$ cat config.mk
export PLATFORM = sky130hd
export DESIGN_NAME = mvu_pe_acc_tree
export DESIGN_NICKNAME = d
export VERILOG_FILES = /design/src/rtl/mvu_pe_acc_tree.sv
export SDC_FILE = /design/constraint.sdc
export NUM_CORES = 1
export LEC_CHECK = 0
export ABC_AREA = 1
export CAP_MARGIN = 15
export CELL_PAD_IN_SITES_DETAIL_PLACEMENT = 1
export CELL_PAD_IN_SITES_GLOBAL_PLACEMENT = 1
export CORE_ASPECT_RATIO = 0.5
export CORE_UTILIZATION = 45
export DETAILED_ROUTE_END_ITERATION = 6
export PLACE_DENSITY_LB_ADDON = 0.1
export SETUP_SLACK_MARGIN = 0.3
export SYNTH_ARGS = -nofsm -noshare
export SYNTH_HDL_FRONTEND = slang
export SYNTH_SLANG_ARGS = --single-unit
$ cat constraint.sdc
create_clock -name clock -period 3.4 [get_ports clock]
set_input_delay 0.68 -clock clock [delete_from_list [all_inputs] [get_ports clock]]
set_output_delay 0.68 -clock clock [all_outputs]
set_load 0.005 [all_outputs]
$ cat src/rtl/mvu_pe_acc_tree.sv
// rtl/mvu_pe_acc_tree.sv - pipelined SIMD adder tree with synapse-fold accumulation
module mvu_pe_acc_tree #(
   parameter int SIMD   = 2,
   parameter int TDstI  = 4,
   parameter int TAcc   = 16,
   parameter int SF     = 3,
   parameter int SIGNED = 0
) (
   input  logic             clock,
   input  logic             resetn,
   input  logic             in_valid,
   output logic             in_ready,
   input  logic [TDstI-1:0] in_simd [0:SIMD-1],
   output logic             out_valid,
   input  logic             out_ready,
   output logic [TAcc-1:0]  out_acc
);

   // Tree depth: one register level per halving, at least one level.
   localparam int L  = (SIMD > 2) ? $clog2(SIMD) : 1;
   localparam int CW = (SF > 1) ? $clog2(SF) : 1;
   localparam logic [CW-1:0] CNT_LAST = CW'(SF - 1);

   // Number of live elements at a given tree level.
   function automatic int level_count(input int lvl);
      int n;
      n = SIMD;
      for (int j = 0; j < lvl; j++) n = (n + 1) / 2;
      return n;
   endfunction

   logic [TAcc-1:0] lane_ext   [0:SIMD-1];
   logic [TAcc-1:0] tree_data  [0:L][0:SIMD-1];
   logic            tree_valid [0:L];
   logic [CW-1:0]   cnt;
   logic [TAcc-1:0] acc;
   logic [TAcc-1:0] tree_sum;
   logic [TAcc-1:0] fold_sum;
   logic            adv;
   logic            last_beat;

   // A single advance enable freezes every stage while a result waits downstream.
   assign adv       = !out_valid || out_ready;
   assign in_ready  = adv;
   assign tree_sum  = tree_data[L][0];
   assign fold_sum  = (cnt == '0) ? tree_sum : acc + tree_sum;
   assign last_beat = tree_valid[L] && (cnt == CNT_LAST);

   // Widen each lane to the accumulator width, sign- or zero-extending.
   always_comb begin
      for (int i = 0; i < SIMD; i++) begin
         lane_ext[i] = '0;
         if (SIGNED != 0) lane_ext[i] = TAcc'($signed(in_simd[i]));
         else             lane_ext[i] = TAcc'(in_simd[i]);
      end
   end

   // Input capture plus the registered pairwise-add levels; odd leftovers pass through.
   always_ff @(posedge clock or negedge resetn) begin
      if (!resetn) begin
         for (int l = 0; l <= L; l++) begin
            tree_valid[l] <= 1'b0;
            for (int i = 0; i < SIMD; i++) tree_data[l][i] <= '0;
         end
      end else if (adv) begin
         tree_valid[0] <= in_valid;
         if (in_valid) begin
            for (int i = 0; i < SIMD; i++) tree_data[0][i] <= lane_ext[i];
         end
         for (int l = 1; l <= L; l++) begin
            tree_valid[l] <= tree_valid[l-1];
            for (int i = 0; i < (SIMD + 1) / 2; i++) begin
               if (2*i + 1 < level_count(l-1))
                  tree_data[l][i] <= tree_data[l-1][2*i] + tree_data[l-1][(2*i + 1) % SIMD];
               else if (2*i < level_count(l-1))
                  tree_data[l][i] <= tree_data[l-1][2*i];
            end
         end
      end
   end

   // Fold accumulator: sums SF tree outputs, then presents the neuron result.
   always_ff @(posedge clock or negedge resetn) begin
      if (!resetn) begin
         cnt       <= '0;
         acc       <= '0;
         out_acc   <= '0;
         out_valid <= 1'b0;
      end else if (adv) begin
         if (tree_valid[L]) begin
            acc <= fold_sum;
            if (cnt == CNT_LAST) begin
               out_acc <= fold_sum;
               cnt     <= '0;
            end else begin
               cnt <= cnt + CW'(1);
            end
         end
         out_valid <= last_beat;
      end
   end

endmodule

Yosys cells after proc, flatten, opt, wreduce, memory -nomap -nowiden
Index checks and enable logic that the tools add are counted.

Add/sub/neg operators: 3. Equal/unequal tests: 1. Mux-type cells: 2. Reduce and logical (&&, ||, !) cells: 7.

Operator list (count): 16-bit adder (1); 16-bit two-way mux (1); 4-bit by 4-bit adder with 5-bit output (1); 2-bit AND reduction (2); 3-bit AND reduction (1); 2-bit by 1-bit adder with 2-bit output, second input constant (1); 2-bit equality test, second input constant (1); 2-bit zero test (1); 2-bit two-way mux (1); 1-bit logical AND (1); 1-bit zero test (1); 1-bit logical OR (1).

Flip-flop bits (word level): 61. Input bits: 12. Output and inout port bits: 18. Logic and storage cells: 22.

Longest topological paths before layout
Depth after elaboration: 3. Depth in mapped cells: 10.

Worst setup path after synthesis
No wires, ideal clock.

Path kind: input -> output. From: input out_ready. To: output in_ready. Arrival time: 1.089 ns. Data required time: 2.720 ns. Path slack: 1.631 ns. Stages: 3. Cells stage by stage: inv_1 > nand2_4 > clkbuf_1.

Cells in the longest elaborated chain, start to end: 1.

Ends and longest elaborated chain: start: declaration (line 15) `input logic out_ready,`; 1-bit logical OR (line 43) `assign adv = !out_valid || out_ready;`; end: declaration (line 12) `output logic in_ready,`.

Every way passes these cells.

Worst setup path after layout
Same ends and word-level chain as after synthesis.

==> results.ini <==
[logic_synthesis]
synth_top_area_cell = dfrtp_1
ys_ff_latch = 50
yosys.cell_count.top_type = nand2_1
yosysUniqueCellTypes = 28
synth.top_cell.area_share_pct = 46.6
synth.avg_cell_area_um2 = 8.24
synthesis.nets = 349
yosys-top-cells-area = dfrtp_1 47%, nand2_1 15%, nand3_1 4.3%
synthesis.area_um2 = 2690
yosysSeqAreaShare_pct = 46.6
ys.flop_type = dfrtp_1
synth-edff-count = 0
synth_common_cells = 108 x nand2_1, 50 x dfrtp_1, 28 x inv_1, 23 x nand3_1, 20 x nor2_1
synthCells = 326
async_flop_share_pct = 100
yosysWarnings = 0

[timing]
hold_violations = 0
rsz0062_at_grt = false
finalSetupTns_ns = 0
relSlewSlack_pct = 44.1
worst_slack_ns = 0.804
setup_violations = 0
clock.fmax_mhz = 385
slew_violations = 0
skew_ns = 0.00557
period_share_pct = 76.3
fin_crit_ns = 2.60
tightest_slew_ns = 0.837

[routing]
drcViolationCount = 2
firstDrtPassIters = 6
routed_wl_mm = 6.29
ant_nets = 0
dr_total_vias = 2265
drt_first_iter_violations = 99
viasPerCell = 5.29
wl_per_cell_um = 14.7

[floorplanning]
die_area_um2 = 6300
io-pin-count = 30
coreArea_um2 = 5610
initial_utilization_pct = 47.9
fp-row-count = 19
die_h_um = 56.6
die_width_um = 111

[power_and_ir_drop]
switchingPower_w = 0.00110
powerDensity_nw_per_um2 = 817
power_frac_clock_pct = 18.7
p_comb_share_pct = 46.3
irDropWorstVdd_mv = 0.339
sequentialPowerShare_pct = 35.0
p_sw_share_pct = 42.3
intPower_w = 0.00149
leakagePower_nw = 1.55

[cts]
cts.htree.levels = 2
numCtsBuffers = 5
cts_tree = yes
root_buffer = clkbuf_16
clock_latency_ns = 0.29
post_cts_buffers = 0
path_clk_slew_ns = 0.07
cts_resized = 0
cts_buffer_depth = 2
clock-sinks = 50
cts_hold_buf = 0

[final_layout]
final_layout_size_suffix_gt1_share_pct = 11.0
seq_area_um2 = 1250
multi_input_area_um2 = 1280
num-fill-cells = 693
area_growth_pct = 17.9
layout.nets = 378
diodes = 0

[global_routing]
grt_pass1_wl_mm = 11.0
grt_antenna_before_repair = 0
grt_pass1_vias = 2351
gr-total-overflow = 0
track_usage_pct = 22.3
grt_max_degree = 29

[placement]
dp_hpwl_mm = 4.58
dp_slack_ns = 0.789
port_buffers = 29
routabilityCongestion = 0.828

[worst_setup_path]
critPathKind = in2out
rrSetupSlack_ns = 1.45
cp_max_fo = 16
cp_data_arrival_time_ns = 1.92
critical_path.endpoint_type = output port
crit_path_start_kind = input port
required_ns = 2.72

[run_status]
violations = DRC
status = complete, but fails checks

[min_path]
hp-class = in2async

[flow_run]
cap_violations = 0

-- final timing paths --
kind,depth (start not counted),start,end
worst max-delay path,4,out_ready,in_ready
worst min-delay path,1,resetn,out_acc[14]$_DFFE_PN0P_
worst max register to register,9,tree_sum[0]$_DFFE_PN0N_,acc[6]$_DFFE_PN0P_
worst min register to register,2,out_acc[13]$_DFFE_PN0P_,out_acc[13]$_DFFE_PN0P_
max in group asynchronous,2,resetn,tree_data[49]$_DFFE_PN0P_
min in group clock,2,out_acc[13]$_DFFE_PN0P_,out_acc[13]$_DFFE_PN0P_
-- final cells by class --
type                       instances  area share [%]
sequential                        50            39.5
timing repair buffer              31            9.47
multi-input combinational        239            40.5
clock buffer                       6            4.07
clock inverter                     1           0.237
inverter                          28            3.32
tap                               73            2.88
-- worst max-delay path, cell delays in order --
cell and delay [ns]:
clkdlybuf4s50_1 0.46, inv_1 0.07, nand2_4 0.16, clkdlybuf4s50_1 0.54
-- per-layer routing --
| layer | track usage [%] | wire length (um) |
|---|---|---|
| met5 | 0 | 0 |
| met4 | 5.21 | 50 |
| met3 | 5.51 | 223 |
| met2 | 38.0 | 2990 |
| met1 | 29.0 | 3020 |
-- cells in the final DEF, fill, tap and decap left out, drive strengths merged --
cell	count
nand2	120
dfrtp	50
inv	28
clkdlybuf4s50	28
nand3	25
nor2	25
o21ai	18
nand4	15
ha	9
mux2	8
a21oi	7
clkbuf	6
nand3b	4
buf	3
fa	2
or2	2
o21bai	1
a21boi	1
o22a	1
o21a	1
clkinvlp	1
-- power by group through the flow --
stage | combinational [W] | clock (W) | sequential (W)
finish | 0.00120 | 0.000484 | 0.000905
global route | 0.00138 | 0.000518 | 0.000930
CTS | 0.00122 | 0.000501 | 0.000907
detailed placement | 0.00121 | 0 | 0.000915
global placement | 0.00116 | 0 | 0.000904
floorplan | 0.000862 | 0 | 0.000885
-- registers in the layout, indices dropped and copies added, names as in the netlist --
name,flops
tree_valid,2
out_acc,16
cnt,2
acc,16
tree_sum,5
tree_data,8
out_valid,1
-- cell families after synthesis --
kind of cell,Yosys count,share of synthesized area (%)
fa+ha+maj,11,5.68
buf+inv,37,5.63
flops,50,46.6
simple gates,191,32.7
compound gates,29,6.10
mux,8,3.35
-- metrics by stage --
stage	std cells	hold WS, ns	total power, W	utilization, %	instance area [um^2]
final	428	0.407	0.00259	56.5	3170
after global routing	428	0.458	0.00283	56.5	3170
after CTS	428	0.424	0.00263	56.5	3170
after detailed placement	421	0.465	0.00212	54.1	3030
after global placement	421	0.462	0.00207	54.1	3030
after floorplan	326	0.384	0.00175	-	2690
(Power assumes the default switching activity.)
